**src/rtl/cmp_search.sv**
```systemverilog
// cmp_search: recovers a hidden W-bit target by MSB-first successive approximation,
// using an external combinational comparator (guess drives "a", target drives "b").
//
// Ports:
//   clk    - clock, all state updates on the rising edge
//   rst    - asynchronous active-high reset
//   start  - request a new search (sampled only while idle)
//   guess  - trial value presented to the comparator
//   g/e/l  - comparator response: guess >, ==, < target (exactly one expected)
//   busy   - high while searching
//   done   - one-cycle pulse when result is valid
//   result - recovered target, held until the next search terminates
//   err    - response-protocol violation seen in the last search
//   steps  - comparisons consumed by the last search
module cmp_search #(
  parameter int unsigned W = 4
) (
  input  logic                       clk,
  input  logic                       rst,
  input  logic                       start,
  output logic [W-1:0]               guess,
  input  logic                       g,
  input  logic                       e,
  input  logic                       l,
  output logic                       busy,
  output logic                       done,
  output logic [W-1:0]               result,
  output logic                       err,
  output logic [$clog2(W+1)-1:0]     steps
);

  localparam int unsigned IW = $clog2(W);
  localparam int unsigned SW = $clog2(W + 1);

  typedef enum logic [1:0] {
    StIdle,
    StSearch,
    StDone
  } state_e;

  state_e        state_q, state_d;
  logic [W-1:0]  acc_q, acc_d;
  logic [W-1:0]  result_q, result_d;
  logic [IW-1:0] idx_q, idx_d;
  logic [SW-1:0] steps_q, steps_d;
  logic          err_q, err_d;

  logic [W-1:0]  bit_mask;
  logic [W-1:0]  probe;
  logic          one_hot;
  logic          last_bit;

  assign bit_mask = {{(W-1){1'b0}}, 1'b1} << idx_q;
  assign probe    = acc_q | bit_mask;
  assign one_hot  = (g & ~e & ~l) | (~g & e & ~l) | (~g & ~e & l);
  assign last_bit = (idx_q == '0);

  always_comb begin
    state_d  = state_q;
    acc_d    = acc_q;
    result_d = result_q;
    idx_d    = idx_q;
    steps_d  = steps_q;
    err_d    = err_q;
    unique case (state_q)
      StIdle: begin
        if (start) begin
          state_d = StSearch;
          acc_d   = '0;
          err_d   = 1'b0;
          steps_d = '0;
          idx_d   = IW'(W - 1);
        end
      end
      StSearch: begin
        steps_d = steps_q + 1'b1;
        if (!one_hot) begin
          // Malformed response: stop with whatever has been resolved so far.
          err_d    = 1'b1;
          result_d = acc_q;
          state_d  = StDone;
        end else if (e) begin
          // Exact hit: no need to resolve the remaining lower bits.
          acc_d    = probe;
          result_d = probe;
          state_d  = StDone;
        end else begin
          if (l) begin
            acc_d = probe;
          end
          if (last_bit) begin
            result_d = acc_d;
            state_d  = StDone;
          end else begin
            idx_d = idx_q - 1'b1;
          end
        end
      end
      StDone: begin
        state_d = StIdle;
      end
      default: begin
        state_d = StIdle;
      end
    endcase
  end

  always_ff @(posedge clk or posedge rst) begin
    if (rst) begin
      state_q  <= StIdle;
      acc_q    <= '0;
      result_q <= '0;
      idx_q    <= '0;
      steps_q  <= '0;
      err_q    <= 1'b0;
    end else begin
      state_q  <= state_d;
      acc_q    <= acc_d;
      result_q <= result_d;
      idx_q    <= idx_d;
      steps_q  <= steps_d;
      err_q    <= err_d;
    end
  end

  assign busy   = (state_q == StSearch);
  assign done   = (state_q == StDone);
  assign guess  = busy ? probe : result_q;
  assign result = result_q;
  assign err    = err_q;
  assign steps  = steps_q;

endmodule

```
**config.mk**
```make
export PLATFORM = sky130hd
export DESIGN_NAME = cmp_search
export DESIGN_NICKNAME = d
export VERILOG_FILES = /design/src/rtl/cmp_search.sv
export SDC_FILE = /design/constraint.sdc
export NUM_CORES = 1
export LEC_CHECK = 0
export ABC_AREA = 1
export ABC_CLOCK_PERIOD_IN_PS = 2130
export CORE_MARGIN = 5
export CORE_UTILIZATION = 53
export DETAILED_ROUTE_END_ITERATION = 12
export PLACE_DENSITY = 0.92
export SETUP_SLACK_MARGIN = 0.1
export SKIP_LAST_GASP = 1
export SLEW_MARGIN = 40
export SYNTH_ARGS = -nofsm -noshare
export SYNTH_HDL_FRONTEND = slang
export SYNTH_SLANG_ARGS = --single-unit
```
**constraint.sdc**
```tcl
create_clock -name clk -period 2.13 [get_ports clk]
set_input_delay 0.213 -clock clk [delete_from_list [all_inputs] [get_ports clk]]
set_output_delay 0.213 -clock clk [all_outputs]
set_load 0.01 [all_outputs]
```
==> results.md, run 1 <==
* Die area at 2724 µm²
* Clock buffer depth at 2
* Crit path buffers/inverters at 2
* Mapped Cells at about 110
* Starting DRT DRC Count at 21
* Fin. Hold Viols at 0
* Vias in the first global route at 842
* Slew Viols, Final at 0
* Largest family of logic cells by synthesized area: simple AND/OR/NAND/NOR gates
* # rows at 15
* Class of the most critical setup path: reg -> out
* Hold Crit Class: in -> async
* Max-Cap Viols at 0
* Slew HR at 0.5973
* Worst path required time at 1920 ps
* GRT Total Usage at 0.1764
* Largest net degree at the start of global routing at 17
* Internal reg-to-reg setup slack at 790 ps
* Fin crit share at 0.9168
* CTS tree: built
* Setup violators final at 0
* Final min period at ~2000 ps
* Final WL at 2053 µm
* Slowest-stage cell, CP: clkdlybuf4s50_1
* Area grow syn2layout at 28.91%
* Core area at 1708 µm²
* Hold buffers post-CTS at 0
* Crit path from: idx_q[0]
* Num Clock Sinks at 16
* Setup TNS Final at 0 ps
* Post-synth cell types at 20
* Slowest stage delay, CP at between 500 and 600 ps
* Worst path top cell family by delay: buffers and inverters
* Maximum VDD drop at between 600 and 700 µV
* Drt via density at between 5 and 6
* Status: finished clean
* GRT Residual Overflow at 0
* Die height at 52.19 µm
* Sequential area share after synthesis at 0.4244
* Clk Latency, worst-skew pair at between 200 and 300 ps
* IO Port Bufs at 19
* I/O Pins at 20
* Most frequent cells in the layout: 23 x nand2_1, 18 x clkdlybuf4s50_1, 17 x inv_1, 16 x dfrtp_1, 10 x o21ai_1
* FF-to-FF Start: idx_q[1]
* Compound-Gate Fraction of Synth Area at 0.1472
* Vias at 838
* Die W at 52.19 µm
* H-tree levels at 1
* Design area at around 1200 µm²
* Worst r2r dst: result[1]
* Antenna diode count at 0
* Crit start category: flip-flop
* Drt drc at 0
* RSZ-0062 raised after global routing: false
* Setup Skew at 0.4049 ps
* Number of antenna-violating nets in the routed design at 0
* Layout cells sized above 1 at 0.2000
* Most frequent CP cell: o21ai_1
* PwrDens at around 1300 nW/µm²
* Post-synthesis mux area share at 0
* Drt wl/cell at ~13 µm
* Critical Path Sink Type: output port
* Worst-margin pin slew at 603.3 ps
* Cell area after synthesis at 943.4 µm²
* Data arrival time of the worst path at 1740 ps
* Max Freq at roughly 500 MHz
* Avg Cell Area, Syn at 8.499 µm²
* Adder-cell share of the synthesized area at 0.06631
* Max FO, Critical Path at 2
* Reg clk slew, reported paths at ~90 ps
* Most common cell after layout, fill and taps aside: nand2_1
* First-pass GRT wire length at 3505 µm
* CP Cell Sequence: inv_1, ha_1, o21ai_1, o21ai_1, clkdlybuf4s50_1
* Clock root buffer: clkbuf_4
* DRT Pass-1 Iters at 6
* RePlAce Congestion at ~0.74
* FF-to-FF path depth at 6
* Tot Pwr at 1626 µW
* Post-DP Area at 1160 µm²
* Synth Register Bits at 16
* Leakage at slightly above 0.0006 µW
* Post-Synth XOR/XNOR Area at 0
* Post-DP HPWL at 1532 µm
* Synth Area in Simple Gates at 0.2653
* Initial antenna violation count at 0
* Syn_nets at around 120
* Number of buffers created by CTS at 3
* Initial Util at 0.5524
* YS warnings at 0
* Final-stage net count at roughly 150
==> cells by family (layout without fill, tap and decap cells) <==
family	Yosys count	count (layout)
buf+inv	23	47
compound gates	21	21
fa+ha+maj	5	5
flops	16	16
simple gates	46	46
==> what timing repair did <==
| item | in CTS | in global routing |
|---|---|---|
| setup endpoints to repair | 1 | 2 |
| resized for setup | 0 | 2 |
| pin swaps | 0 | 1 |
| hold endpoints to repair | 0 | 0 |
| setup buffers | 1 | 1 |
==> cell usage after synthesis <==
cell	n	area, µm²
a21oi_1	2	10.01
inv_1	17	63.81
o21ai_2	9	78.83
o21ai_1	10	50.05
and3_1	4	25.02
nand3_1	8	40.04
nor2_2	1	6.260
buf_2	1	5.000
nand3_4	2	35.03
inv_2	3	11.26
nand2_4	2	22.52
clkinv_1	1	3.750
nand2_2	1	6.260
nand2_1	23	86.33
nand4_1	1	6.260
nor2_4	1	11.26
dfrtp_1	16	400.4
buf_4	1	7.510
ha_1	5	62.56
nor2_1	3	11.26
==> how the worst max path moves through the flow <==
stage | to | slack [ps] | cells after the start
floorplan | result[0] | 900 | 6
global placement | guess[0] | 510 | 5
detailed placement | guess[0] | 450 | 5
CTS | guess[0] | 140 | 5
global route | guess[2] | 110 | 5
finish | guess[2] | 180 | 5
==> layout make-up <==
cell class	count	area (µm²)
Clock buffer	4	36.28
Timing Repair Buffer	22	215.2
Inverter	21	78.83
Fill cell	130	491.7
Tap cell	25	31.28
Sequential cell	16	400.4
Multi-Input combinational cell	72	454.2
==> flip-flops by register name (all words and copies together), names as in the netlist <==
register	count
steps	3
result	4
idx_q	2
acc_q	4
state_q	2
err	1
==> power breakdown <==
part	switching, µW	internal (µW)
Sequential	73.8	411
Clock	99.5	104
Combinational	498	439
==> routing by layer <==
| metal | GRT usage | up-vias | part of all wire |
|---|---|---|---|
| li1 | - | 408 | - |
| met1 | 0.1856 | 387 | 0.39 |
| met2 | 0.3264 | 33 | 0.52 |
| met3 | 0.02564 | 10 | 0.053 |
| met4 | 0.1064 | 0 | 0.037 |
| met5 | 0 | - | 0 |
==> metrics by stage <==
stage | std cells | hold slack (ps) | utilization | setup slack (ps)
floorplan | 111 | 126.7 | - | 903.7
global placement | 154 | 454.5 | 0.6791 | 510.9
detailed placement | 154 | 462.7 | 0.6791 | 454.9
CTS | 159 | 306.7 | 0.7048 | 137.7
global route | 160 | 359.6 | 0.7121 | 113.4
finish | 160 | 279.2 | 0.7121 | 177.3
(Power assumes the default switching activity.)
==> run 2: changes to the inputs <==
Settings changed: ABC_AREA 1 to default, CORE_MARGIN 5 to default, CORE_UTILIZATION 53 to 52, PLACE_DENSITY 0.92 to 0.91.
==> run 2 against run 1 <==
Compared with the run above: routed wire length is 4.2% lower; count of clock-buffer cells in the layout stayed put; flip-flop and latch count stayed put; clock skew is 5.7 ps higher; register-to-register slack worse by 240 ps; first-iteration DRC count is 9.5% higher; via count is 7.5% lower; cell area is 5.5% lower; worst setup slack worse by 19 ps; maximum frequency is 0.95% lower; area after synthesis is 7.0% lower; largest cell class unchanged.
==> results.md, run 2 <==
* Data arrival time of the worst path at 1760 ps (+20 ps)
* CP Cell Sequence: buf_4, ha_1, o21ai_0, nand2_1, clkdlybuf4s50_1
* Setup violators final at 0 (unchanged)
* Most common cell after layout, fill and taps aside: clkdlybuf4s50_1
* Drt drc at 0 (unchanged)
* Die height at 43.07 µm (-17%)
* Hold Crit Class: in -> async
* Slowest-stage cell, CP: clkdlybuf4s50_1
* Post-Synth XOR/XNOR Area at 0.02853 (+0.02853)
* Setup Skew at 6.066 ps (+5.661 ps)
* Largest net degree at the start of global routing at 17 (unchanged)
* Cell area after synthesis at 877.1 µm² (-7.0%)
* Compound-Gate Fraction of Synth Area at 0.2525 (+0.1053)
* Clk Latency, worst-skew pair at 290 ps (about the same)
* Max Freq at 507.3 MHz (-0.95%)
* IO Port Bufs at 19 (unchanged)
* Final WL at 1967 µm (-4.2%)
* Synth Area in Simple Gates at 0.1384 (-0.1269)
* First-pass GRT wire length at 3187 µm (-9.1%)
* Worst path required time at 1920 ps (about the same)
* # rows at 14 (-1)
* Post-DP Area at 1087 µm² (-6.3%)
* Crit start category: flip-flop
* DRT Pass-1 Iters at 4 (-2)
* GRT Residual Overflow at 0 (unchanged)
* Most frequent cells in the layout: 19 x clkdlybuf4s50_1, 15 x nand2_1, 15 x dfrtp_1, 13 x o21ai_0
* Number of antenna-violating nets in the routed design at 0 (unchanged)
* Async set-reset flop share out of synthesis at 1.000 (unchanged)
* Post-synth cell types at 26 (+30%)
* PwrDens at 1488 nW/µm² (+11%)
* Final-stage net count at 128 (-13%)
* Commonest cells in the netlist: 16 x dfrtp_1, 15 x nand2_1, 13 x o21ai_0
* Design area at 1150 µm² (-5.5%)
* Area grow syn2layout at 31.10%
* Post-synthesis mux area share at 0.01284 (+0.01284)
* Max FO, Critical Path at 4 (+2)
* Synth Register Bits at 16 (unchanged)
* Ranking of synthesized cells by area: dfrtp_1 46%, o21ai_0 7.4%, ha_1 7.1%
* Starting DRT DRC Count at 23 (+9.5%)
* RePlAce Congestion at 0.8417 (+14%)
* Worst hold margin at 278.3 ps (-0.8810 ps)
* H-tree levels at 1 (unchanged)
* Fin crit share at 0.9255 (+0.008776)
* CTS tree: built
* Clock buffer depth at 2 (unchanged)
* Number of buffers created by CTS at 3 (unchanged)
* Initial Util at 0.5690 (+0.01661)
* Post-DP HPWL at 1436 µm (-6.3%)
* Avg Cell Area, Syn at 9.638 µm² (+13%)
* Vias at 775 (-7.5%)
* Die W at 43.07 µm (-17%)
* Drt via density at 5.871 (+12%)
* Antenna diode count at 0 (unchanged)
* Slew Viols, Final at 0 (unchanged)
* Placed cell count at 126 (-18%)
* RSZ-0062 raised after global routing: false
* Vias in the first global route at 706 (-16%)
* Adder-cell share of the synthesized area at 0.07133 (+0.005014)
* Reg clk slew, reported paths at 100 ps (about the same)
* Hold buffers post-CTS at 0 (unchanged)
* Clock root buffer: clkbuf_4
* Yosys top cell by area: dfrtp_1
* Class of the most critical setup path: reg -> out
* Synth Flop Type: dfrtp_1
* Largest family of logic cells by synthesized area: compound AO/OA/AOI/OAI gates
* GRT Total Usage at 0.2406 (+0.06424)
* Fin. Hold Viols at 0 (unchanged)
* Syn_nets at 102 (-16%)
* Sequential area share after synthesis at 0.4565 (+0.03209)
* Leakage at 0.0005134 µW (-16%)
* EDFF count, synth at 0 (unchanged)
* Area share of the leading cell type in the synthesized netlist at 0.4565 (+0.03209)
* Status: finished clean
* Maximum VDD drop at 857.6 µV (+35%)
* Finished Core Util at 0.7459 (+0.03385)
* Layout Cells excl Fill at 132 (-18%)
* Drt wl/cell at 14.90 µm (+16%)
* Layout cells sized above 1 at 0.1810 (-0.01897)
* Final min period at 1971 ps (+18.69 ps)
* Setup TNS Final at 0 ps (unchanged)
* Critical Path Sink Type: output port
* Initial antenna violation count at 0 (unchanged)
* Num Clock Sinks at 16 (unchanged)
* Core area at 1541 µm² (-9.7%)
* Worst-margin pin slew at 618.9 ps (+15.60 ps)
* Max-Cap Viols at 0 (unchanged)
* YS warnings at 0 (unchanged)
* I/O Pins at 20 (unchanged)
* Mapped Cells at 91 (-18%)
* Most frequent cell after synthesis: dfrtp_1
* Slowest stage delay, CP at 480 ps (-70 ps)
* Slew HR at 0.5869 (-0.01041)
* Die area at 1855 µm² (-32%)
## run 2: changes by cell type after synthesis, moves of 5 or more
cell,previous run,this run
inv_1,17,3
o21ai_0,0,13
nand2_1,23,15
nand3_1,8,0
o21ai_1,10,2
o21ai_2,9,2
a21oi_1,2,8
nor2_1,3,8
## run 2: logic make-up (layout without fill, tap and decap cells)
kind of cell	after synthesis	after routing
flops	16	16
fa+ha+maj	5	5
buf+inv	6	31
xor+xnor	2	2
mux	1	1
compound gates	33	33
simple gates	28	28
## run 2: path summary, 6_finish.rpt
path,startpoint,end,slack (ps),cells past startpoint
setup / recovery,idx_q[1],guess[2],160,5
hold / removal,rst,acc_q[0],280,2
setup reg to reg,idx_q[0],idx_q[0],550,6
hold reg to reg,err,err,540,2
max in group asynchronous,rst,state_q[1],1420,2
min in group clk,err,err,540,2
## run 2: worst max-delay path: cells and delay by family, from the launching register on
family	cells	cell delay, ps
buffers and inverters	2	620
AND/OR/NAND/NOR	1	70
adder cells (fa/ha/maj)	1	200
AO/OA/AOI/OAI	1	160
flip-flops	1	420
## run 2: per-layer routing
layer | vias to the layer above | track usage | routed length [µm]
met5 | - | 0 | 0
met4 | 0 | 0.1273 | 42
met3 | 4 | 0.02979 | 80
met2 | 30 | 0.3848 | 980
met1 | 374 | 0.3177 | 864
li1 | 367 | - | -
## run 2: report_power, final
part | internal, µW | switching [µW]
Sequential | 425 | 108
Clock | 104 | 104
Combinational | 493 | 477
## run 2: layout make-up
cell class,instances,area (µm²)
Multi-Input combinational cell,69,451.7
Sequential cell,16,401.6
Fill cell,116,391.6
Timing Repair Buffer,23,220.2
Clock buffer,4,36.28
Inverter,4,20.02
Tap cell,16,20.02
## run 2: through the flow
stage | power, µW | setup slack, ps
2_1_floorplan | 1049 | 631.1
5_1_grt | 1818 | 103.1
6_report | 1711 | 158.6
3_3_place_gp | 1431 | 420.9
4_1_cts | 1684 | 134.0
3_5_place_dp | 1462 | 373.4
## run 2: repair_timing
item | CTS | global route
setup buffers | 0 | 2
resized for setup | 2 | 3
gates cloned | 0 | 0
setup endpoints to repair | 4 | 2
==> run 3: changes to the inputs <==
Settings changed: CTS_CLUSTER_SIZE from default to 30.
==> results of run 3 <==
Same layout as run 2: the final DEF is identical, and so are final timing and power.
